$ cat src/rtl/alu_rs.sv
// alu_rs: ALU reservation station.
// Holds dispatched ops until both operands are available. Operand wakeup
// comes from the common data bus (CDB), including a same-cycle bypass on
// allocation. The lowest-index ready entry is issued into a registered
// output stage that holds its value under exReady backpressure.
module alu_rs #(
    parameter int ENTRIES = 8,
    parameter int DATA_W  = 32,
    parameter int TAG_W   = 4,
    parameter int OP_W    = 6,
    parameter logic [TAG_W-1:0] TAG_FREE = {TAG_W{1'b1}}
) (
    input  logic                                clk,
    input  logic                                rst,
    input  logic                                aluEnable,
    input  logic [3*TAG_W+2*DATA_W+OP_W-1:0]    aluData,
    output logic                                rsFull,
    output logic [$clog2(ENTRIES+1)-1:0]        rsCount,
    input  logic                                cdbValid,
    input  logic [TAG_W-1:0]                    cdbTag,
    input  logic [DATA_W-1:0]                   cdbData,
    input  logic                                flush,
    output logic                                exValid,
    input  logic                                exReady,
    output logic [OP_W-1:0]                     exOp,
    output logic [DATA_W-1:0]                   exA,
    output logic [DATA_W-1:0]                   exB,
    output logic [TAG_W-1:0]                    exDest
);

    localparam int CNT_W   = $clog2(ENTRIES + 1);
    localparam int IDX_W   = (ENTRIES > 1) ? $clog2(ENTRIES) : 1;

    // Field positions inside aluData = {dest, tag2, data2, tag1, data1, op}
    localparam int D1_LSB  = OP_W;
    localparam int T1_LSB  = D1_LSB + DATA_W;
    localparam int D2_LSB  = T1_LSB + TAG_W;
    localparam int T2_LSB  = D2_LSB + DATA_W;
    localparam int DST_LSB = T2_LSB + TAG_W;

    // A broadcast only satisfies an operand that is really waiting on it;
    // TAG_FREE is never treated as a producer tag.
    function automatic logic cdb_hit(input logic             v,
                                     input logic [TAG_W-1:0] ctag,
                                     input logic [TAG_W-1:0] t);
        return v && (t != TAG_FREE) && (t == ctag);
    endfunction

    // Entry state: control bits carry reset, payload does not (gated by valid)
    logic [ENTRIES-1:0] valid_q, valid_d;
    logic [OP_W-1:0]    op_q    [ENTRIES];
    logic [TAG_W-1:0]   dest_q  [ENTRIES];
    logic [TAG_W-1:0]   tag1_q  [ENTRIES];
    logic [TAG_W-1:0]   tag2_q  [ENTRIES];
    logic [DATA_W-1:0]  data1_q [ENTRIES];
    logic [DATA_W-1:0]  data2_q [ENTRIES];

    logic [CNT_W-1:0]   count_q, count_d;

    logic               exvalid_q;
    logic [OP_W-1:0]    exop_q;
    logic [DATA_W-1:0]  exa_q, exb_q;
    logic [TAG_W-1:0]   exdest_q;

    logic [OP_W-1:0]    in_op;
    logic [TAG_W-1:0]   in_dest, in_tag1, in_tag2;
    logic [DATA_W-1:0]  in_data1, in_data2;

    logic [ENTRIES-1:0] ready;
    logic               alloc_hit, iss_hit;
    logic [IDX_W-1:0]   alloc_idx, iss_idx;
    logic               do_alloc, do_issue, ex_load;

    assign in_op    = aluData[0 +: OP_W];
    assign in_data1 = aluData[D1_LSB +: DATA_W];
    assign in_tag1  = aluData[T1_LSB +: TAG_W];
    assign in_data2 = aluData[D2_LSB +: DATA_W];
    assign in_tag2  = aluData[T2_LSB +: TAG_W];
    assign in_dest  = aluData[DST_LSB +: TAG_W];

    // Full is taken from registered occupancy only; a same-cycle issue does not help
    assign rsFull   = (count_q == CNT_W'(ENTRIES));
    assign ex_load  = !exvalid_q || exReady;
    assign do_alloc = aluEnable && !rsFull && alloc_hit && !flush;
    assign do_issue = ex_load && iss_hit && !flush;

    // Readiness from registered tags, so a wakeup reaches issue one cycle later
    always_comb begin
        ready = '0;
        for (int i = 0; i < ENTRIES; i++) begin
            ready[i] = valid_q[i] && (tag1_q[i] == TAG_FREE) && (tag2_q[i] == TAG_FREE);
        end
    end

    // Priority pick: lowest-index free slot for allocation, lowest-index ready slot for issue
    always_comb begin
        alloc_hit = 1'b0;
        alloc_idx = '0;
        iss_hit   = 1'b0;
        iss_idx   = '0;
        for (int i = ENTRIES - 1; i >= 0; i--) begin
            if (!valid_q[i]) begin
                alloc_hit = 1'b1;
                alloc_idx = IDX_W'(i);
            end
            if (ready[i]) begin
                iss_hit = 1'b1;
                iss_idx = IDX_W'(i);
            end
        end
    end

    // Next valid vector and occupancy; flush wins over alloc and issue
    always_comb begin
        valid_d = valid_q;
        for (int i = 0; i < ENTRIES; i++) begin
            if (do_issue && (iss_idx == IDX_W'(i))) valid_d[i] = 1'b0;
            if (do_alloc && (alloc_idx == IDX_W'(i))) valid_d[i] = 1'b1;
        end
        if (flush) valid_d = '0;

        count_d = count_q;
        if (flush) begin
            count_d = '0;
        end else if (do_alloc && !do_issue) begin
            count_d = count_q + CNT_W'(1);
        end else if (!do_alloc && do_issue) begin
            count_d = count_q - CNT_W'(1);
        end
    end

    // Control state and issue output register, asynchronously reset
    always_ff @(posedge clk or posedge rst) begin
        if (rst) begin
            valid_q   <= '0;
            count_q   <= '0;
            exvalid_q <= 1'b0;
            exop_q    <= '0;
            exa_q     <= '0;
            exb_q     <= '0;
            exdest_q  <= '0;
        end else begin
            valid_q <= valid_d;
            count_q <= count_d;
            if (flush) begin
                exvalid_q <= 1'b0;
            end else if (ex_load) begin
                exvalid_q <= iss_hit;
                if (iss_hit) begin
                    exop_q   <= op_q[iss_idx];
                    exa_q    <= data1_q[iss_idx];
                    exb_q    <= data2_q[iss_idx];
                    exdest_q <= dest_q[iss_idx];
                end
            end
        end
    end

    // Entry payload: allocation with CDB bypass, otherwise per-operand wakeup
    always_ff @(posedge clk) begin
        for (int i = 0; i < ENTRIES; i++) begin
            if (do_alloc && (alloc_idx == IDX_W'(i))) begin
                op_q[i]   <= in_op;
                dest_q[i] <= in_dest;
                if (cdb_hit(cdbValid, cdbTag, in_tag1)) begin
                    tag1_q[i]  <= TAG_FREE;
                    data1_q[i] <= cdbData;
                end else begin
                    tag1_q[i]  <= in_tag1;
                    data1_q[i] <= in_data1;
                end
                if (cdb_hit(cdbValid, cdbTag, in_tag2)) begin
                    tag2_q[i]  <= TAG_FREE;
                    data2_q[i] <= cdbData;
                end else begin
                    tag2_q[i]  <= in_tag2;
                    data2_q[i] <= in_data2;
                end
            end else if (valid_q[i] && !flush) begin
                if (cdb_hit(cdbValid, cdbTag, tag1_q[i])) begin
                    tag1_q[i]  <= TAG_FREE;
                    data1_q[i] <= cdbData;
                end
                if (cdb_hit(cdbValid, cdbTag, tag2_q[i])) begin
                    tag2_q[i]  <= TAG_FREE;
                    data2_q[i] <= cdbData;
                end
            end
        end
    end

    assign rsCount = count_q;
    assign exValid = exvalid_q;
    assign exOp    = exop_q;
    assign exA     = exa_q;
    assign exB     = exb_q;
    assign exDest  = exdest_q;

endmodule
$ cat config.mk
export PLATFORM = sky130hd
export DESIGN_NAME = alu_rs
export DESIGN_NICKNAME = d
export VERILOG_FILES = /design/src/rtl/alu_rs.sv
export SDC_FILE = /design/constraint.sdc
export NUM_CORES = 1
export LEC_CHECK = 0
export CORE_MARGIN = 2
export CORE_UTILIZATION = 35
export CTS_CLUSTER_DIAMETER = 150
export DETAILED_ROUTE_END_ITERATION = 10
export HOLD_SLACK_MARGIN = 0.06
export PLACE_DENSITY = 0.5
export SLEW_MARGIN = 10
export SYNTH_ARGS = -nofsm -noshare
export SYNTH_HDL_FRONTEND = slang
export SYNTH_SLANG_ARGS = --single-unit
$ cat constraint.sdc
create_clock -name clk -period 2.8 [get_ports clk]
set_input_delay 0.28 -clock clk [delete_from_list [all_inputs] [get_ports clk]]
set_output_delay 0.28 -clock clk [all_outputs]
set_load 0.05 [all_outputs]
==> results of run 1 <==
## power by group through the flow
stage | Combinational [mW] | Clock, mW | Sequential, mW
final | 6.39 | 11.8 | 13.6
after global routing | 6.72 | 12.4 | 13.7
after CTS | 6.43 | 12.0 | 13.6
after detailed placement | 6.40 | 0 | 13.8
after global placement | 6.34 | 0 | 13.8
after floorplan | 1.90 | 0 | 15.5
## routing by layer
layer / GRT usage / vias to the layer above
met3: 0.0401 / 186
met1: 0.317 / 12900
li1: - / 10800
met4: 0.0727 / 4
met5: 0 / -
met2: 0.395 / 906
## flip-flops by register name, indices dropped and copies added (netlist names)
name	cells
exOp	6
dest_q	32
exDest	4
exValid	1
valid_q	8
data1_q	256
tag2_q	32
exA	32
rsCount	4
exB	32
op_q	48
tag1_q	32
data2_q	256
## worst max-delay path, cell delays in order (launching register included)
cell       delay (ps)
dfrtp_2           400
nor4b_4           130
or3b_4            420
or3b_4            470
nor3_4            240
nand2b_4          110
nor2b_4           140
buf_12            140
clkbuf_16         190
mux2_4            300
## layout by cell type (no fill, tap or decap), types with 15 or more instances in the layout
cell type        count
dfrtp_1             82
buf_4              134
nand2_1            118
a211oi_1            15
a21o_1              16
clkbuf_16           95
o211ai_1            30
nand3_1             85
mux2_4             223
or2_2               42
xor2_1              37
nor2_1              61
mux2_2             327
a21oi_1             73
nand2b_1            26
a31oi_1            105
o21ai_1             26
and2_1              34
o22ai_1             25
xnor2_1             19
clkbuf_8            16
clkdlybuf4s50_1    203
and3_1              58
clkbuf_1            18
buf_12             101
mux2i_1             35
a22oi_1             76
edfxtp_1           656
o21ai_0             73
## layout make-up
type,count,area [µm²],area share
Antenna cell,2,5.00,0.000109
Clock buffer,123,2510,0.0546
Clock inverter,33,429,0.00931
Inverter,10,47.5,0.00103
Multi-Input combinational cell,1662,14200,0.309
Sequential cell,743,21900,0.475
Tap cell,1368,1710,0.0371
Timing Repair Buffer,449,5270,0.114
## kinds of logic after synthesis
logic type,Yosys count
AO/OA/AOI/OAI,505
XOR/XNOR,56
adder cells (fa/ha/maj),3
buffers and inverters,229
flip-flops,743
multiplexers,586
AND/OR/NAND/NOR,512
## path summary, 6_finish.rpt
check                             start              to  slack (ps)  depth (start not counted)
max in group asynchronous           rst          exB[4]        1980                          3
max                          rsCount[3]  data2_q[6][25]           1                          9
min in group clk             aluData[1]      op_q[5][1]         410                          1
max reg2reg                  rsCount[3]  data2_q[6][25]           1                          9
min reg2reg                dest_q[0][2]       exDest[2]         520                          2
min                                 rst       exDest[2]         100                          2
## through the flow
| stage | area (µm²) | hold slack (ps) |
|---|---|---|
| 6_report | 46100 | 102 |
| 3_5_place_dp | 42700 | 503 |
| 3_3_place_gp | 42700 | 495 |
| 2_1_floorplan | 37100 | 346 |
| 5_1_grt | 46100 | 124 |
| 4_1_cts | 45700 | 100 |
## timing repair
item,in CTS,in global routing
gates resized for setup,20,29
pin swaps,1,6
setup endpoints to repair,91,173
buffers inserted,0,6
cloned,0,6
==> flow_summary_export.csv, run 1 <==
group,metric,value,unit
drt,post_drt_via_cell_ratio,5.65,
pwr,switchingPower,9.17,mW
drt,drt_iter0_drc,2105,
critical_path,arrival,3190,ps
global_routing,grt_pass1_wl,183,mm
floorplan,initial_core_util,0.354,
synth,synth_common_cells,"edfxtp_1, mux2_2, clkbuf_1, nand2_1, a31oi_1",
pwr,power_frac_seq,0.428,
drt,wl,129,mm
sta,fin_ws,1.04,ps
synth,synthArstFlopShare,0.117,
floorplan,die_w,325,µm
layout,final_layout_size_suffix_gt1_frac,0.349,
synth,seq_area_frac_synth,0.605,
critical_path,critPathLaunchType,"flip-flop",
synth,synth_top_family_by_area,"multiplexers",
place,portBuffers,203,
layout,num-fill-cells,9232,
clocking,cts_sinks,743,
synth,synthXorXnorAreaFrac,0.0136,
sta,tightest_slew,1060,ps
global_routing,grt_max_degree,52,
synth,ys_ff_latch,743,
critical_path,path_max_fanout,9,
global_routing,grt_overflow,0,
synth,syn_nets,2761,
synth,yosysTopAreaCell,"edfxtp_1",
synth,synth_top_area_frac,0.545,
drt,postRouteAntennaNets,0,
synth,avgSynthCellArea,13.7,µm²
place,placedCellCount,4220,
critical_path,endpoint_kind,"flip-flop",
layout,utilization,0.451,
layout,nets,3078,
sta,rsz0062_at_grt,"true",
floorplan,pin_count,204,
pwr,power,31.8,mW
pwr,combPwrFrac,0.201,
floorplan,rows,117,
place,dp_hpwl,84.7,mm
clocking,cts_buffers,85,
global_routing,grt_pass1_vias,25400,
worst_hold_path,worstHoldPathType,"in -> async",
clocking,clock_path_buffers,3,
synth,muxShareOfSynthArea,0.185,
clocking,worstSkewPairLatency,650,ps
drt,highest_layer,"met5",
clocking,ctsHoldBuffers,0,
job,drv_cap,0,
drt,dr.pass1.iters,5,
layout,layout.cells.non_filler,4390,
floorplan,core_area,102000,µm²
sta,maxSlewHeadroom,0.293,
floorplan,die_h,325,µm
drt,drc,0,
synth,synth_area_leaders,"edfxtp_1, mux2_2, dfrtp_1, a31oi_1, mux2_4",
drt,wl_met1,55.6,mm
global_routing,track_usage,0.238,
place,place_ws,-280,ps
sta,max_freq,357,MHz
pwr,switching_share,0.289,
synth,ys_warn_count,0,
pwr,ir_drop,0.535,mV
drt,wire_per_inst,29.4,µm
drt,wl_met2,62.0,mm
critical_path,crit_type,"reg -> reg",
synth,synthFlopType,"edfxtp_1",
pwr,power.density,689,nW/µm²
place,place.gp.congestion,0.860,
synth,synth_compound_area_frac,0.0905,
sta,min_period,2800,ps
sta,period_share,1.00,
clocking,tritoncts,"built",
synth,syn_area,36200,µm²
pwr,leakagePower,16.3,nW
floorplan,die_area,106000,µm²
clocking,htree_levels,3,
synth,synth.most_common_cell,"edfxtp_1",
synth,synth-edff-count,656,
pwr,internal-power,22.6,mW
synth,synth_fa_ha_area_frac,0.00125,
drt,vias,24800,
critical_path,required,3190,ps
synth,synthSimpleGateAreaFrac,0.0737,
global_routing,antenna_found_initial,10,
pwr,clock_power_share,0.371,
sta,final.setup_skew,20.2,ps
sta,finalHoldViolCount,0,
sta,slew_violations,0,
clocking,clock-root-buffer,"clkbuf_16",
outcome,status,"completed",
clocking,clkTransAtPathRegs,60,ps
drt,route.met3.wl,8.14,mm
layout,syn_to_final_growth,27.4,%
sta,setup_tns,0,ps
synth,synth.distinct_cells,64,
synth,netlist_instances,2634,
sta,setup_viol,0,
No activity file was read; power rests on OpenSTA's default activity.
==> inputs of run 2 (changes only) <==
Settings changed: RECOVER_POWER set to 25.
==> flow_summary_export.csv, run 2 (synthesis gave the netlist of run 1 again) <==
group,metric,value,unit
outcome,status,"complete, but fails checks",
outcome,failed_checks,"capacitance limit, slew limit, setup timing",
floorplan,initial_core_util,0.354,
clocking,clock_path_buffers,3,
clocking,clock-root-buffer,"clkbuf_16",
clocking,cts_sinks,743,
pwr,clock_power_share,0.374,
floorplan,core_area,102000,µm²
sta,maxSlewHeadroom,-0.306,
drt,post_drt_via_cell_ratio,5.63,
worst_hold_path,worstHoldPathType,"in -> reg",
pwr,ir_drop,0.524,mV
place,place.gp.congestion,0.860,
critical_path,r2r-end,"data2_q[4][9]",
global_routing,grt_pass1_wl,183,mm
clocking,tritoncts,"built",
global_routing,track_usage,0.238,
drt,drt_iter0_drc,2184,
sta,setup_tns,-50.9,ps
critical_path,critPathLaunchType,"flip-flop",
drt,vias,24700,
layout,num-fill-cells,9260,
sta,tightest_slew,1960,ps
layout,layout.cells.non_filler,4391,
critical_path,arrival,3190,ps
clocking,htree_levels,3,
critical_path,reg2reg_setup_slack,-10,ps
floorplan,pin_count,204,
critical_path,worst-r2r-cell-count,8,
pwr,switchingPower,9.12,mW
drt,dr.pass1.iters,5,
critical_path,rr_startpoint,"rsCount[3]",
sta,max_freq,355,MHz
layout,utilization,0.449,
critical_path,path_max_fanout,10,
clocking,cts_buffers,85,
pwr,leakagePower,16.3,nW
worst_hold_path,min_to,"exValid",
layout,syn_to_final_growth,26.9,%
global_routing,grt_max_degree,52,
layout,reg.largest.list,"data1_q (256), data2_q (256), op_q (48)",
place,portBuffers,203,
layout,layout_common_cells,"edfxtp_1, mux2_2, mux2_4",
critical_path,crit_type,"reg -> reg",
sta,slew_violations,29,
floorplan,die_area,106000,µm²
pwr,power_frac_seq,0.430,
pwr,combPwrFrac,0.196,
sta,rsz0062_at_grt,"true",
global_routing,grt_overflow,0,
layout,nets,3078,
sta,min_period,2810,ps
drt,wire_per_inst,29.4,µm
pwr,switching_share,0.290,
clocking,worstSkewPairLatency,650,ps
worst_hold_path,hp-start,"flush",
clocking,clkTransAtPathRegs,60,ps
sta,final.setup_skew,18.2,ps
worst_hold_path,holdPathStages,3,
drt,drc,0,
critical_path,endpoint_kind,"flip-flop",
layout,final_common_cell,"edfxtp_1",
sta,fin_ws,-13.6,ps
place,dp_hpwl,84.7,mm
global_routing,grt_pass1_vias,25400,
sta,period_share,1.00,
sta,finalHoldViolCount,0,
floorplan,die_w,325,µm
drt,postRouteAntennaNets,0,
sta,setup_viol,7,
layout,final_layout_size_suffix_gt1_frac,0.344,
pwr,power.density,686,nW/µm²
floorplan,die_h,325,µm
drt,wl,129,mm
place,placedCellCount,4220,
global_routing,antenna_found_initial,11,
critical_path,required,3180,ps
pwr,internal-power,22.4,mW
floorplan,rows,117,
job,drv_cap,1,
==> run 2: worst max-delay path by stage <==
stage | end | slack (ps) | start | cells past startpoint
5_1_grt | data2_q[6][12] | -40 | rsCount[3] | 9
2_1_floorplan | data1_q[3][10] | -170 | rsCount[3] | 7
3_3_place_gp | data2_q[7][0] | -250 | flush | 7
6_report | data2_q[4][9] | -10 | rsCount[3] | 8
4_1_cts | data1_q[7][31] | -20 | rsCount[3] | 7
3_5_place_dp | data2_q[7][1] | -280 | flush | 7
==> run 2: power groups by stage <==
stage | sequential, mW | combinational (mW) | clock, mW
2_1_floorplan | 15.5 | 1.90 | 0
3_3_place_gp | 13.8 | 6.34 | 0
3_5_place_dp | 13.8 | 6.40 | 0
4_1_cts | 13.6 | 6.43 | 12.0
5_1_grt | 13.6 | 6.50 | 12.4
6_report | 13.6 | 6.17 | 11.8
==> run 2: worst max-delay path, cell delays in order, from the launching register on <==
cell,delay [ps]
dfrtp_2,400
nor4b_4,130
or3b_4,420
or3b_4,470
nand2b_4,160
inv_1,300
nand2_8,150
buf_12,200
mux2_4,300
==> run 2: per-layer routing <==
layer  track usage  routed length [µm]  up-vias
li1              -                   -    10800
met1         0.317               55700    12800
met2         0.395               61900      888
met3        0.0401                7940      196
met4        0.0727                3740        4
met5             0                  28        -
==> run 2: per-stage QoR <==
stage | hold slack [ps] | instance area (µm²) | power, mW | worst slack, ps
6_report | 430 | 45900 | 31.5 | -13.6
5_1_grt | 421 | 45900 | 32.5 | -43.5
4_1_cts | 100 | 45700 | 32.0 | -24.7
3_5_place_dp | 503 | 42700 | 20.2 | -280
3_3_place_gp | 495 | 42700 | 20.1 | -247
2_1_floorplan | 346 | 37100 | 17.4 | -167
==> run 2: timing repair <==
item / in CTS / in global routing
buffers inserted: 0 / 6
resized for setup: 20 / 29
pin swaps: 1 / 6
hold buffers: 0 / 0
endpoints found under the hold margin: 0 / 0
setup endpoints to repair: 91 / 173
cloned: 0 / 6
==> run 2: area by class of cell <==
type	count	area, µm²	share of cell area
inverter	10	37.5	0.000818
clock inverter	33	429	0.00935
tap	1368	1710	0.0373
sequential	743	21900	0.477
antenna	3	7.51	0.000164
timing repair buffer	449	5120	0.112
multi-input combinational	1662	14200	0.309
clock buffer	123	2510	0.0548
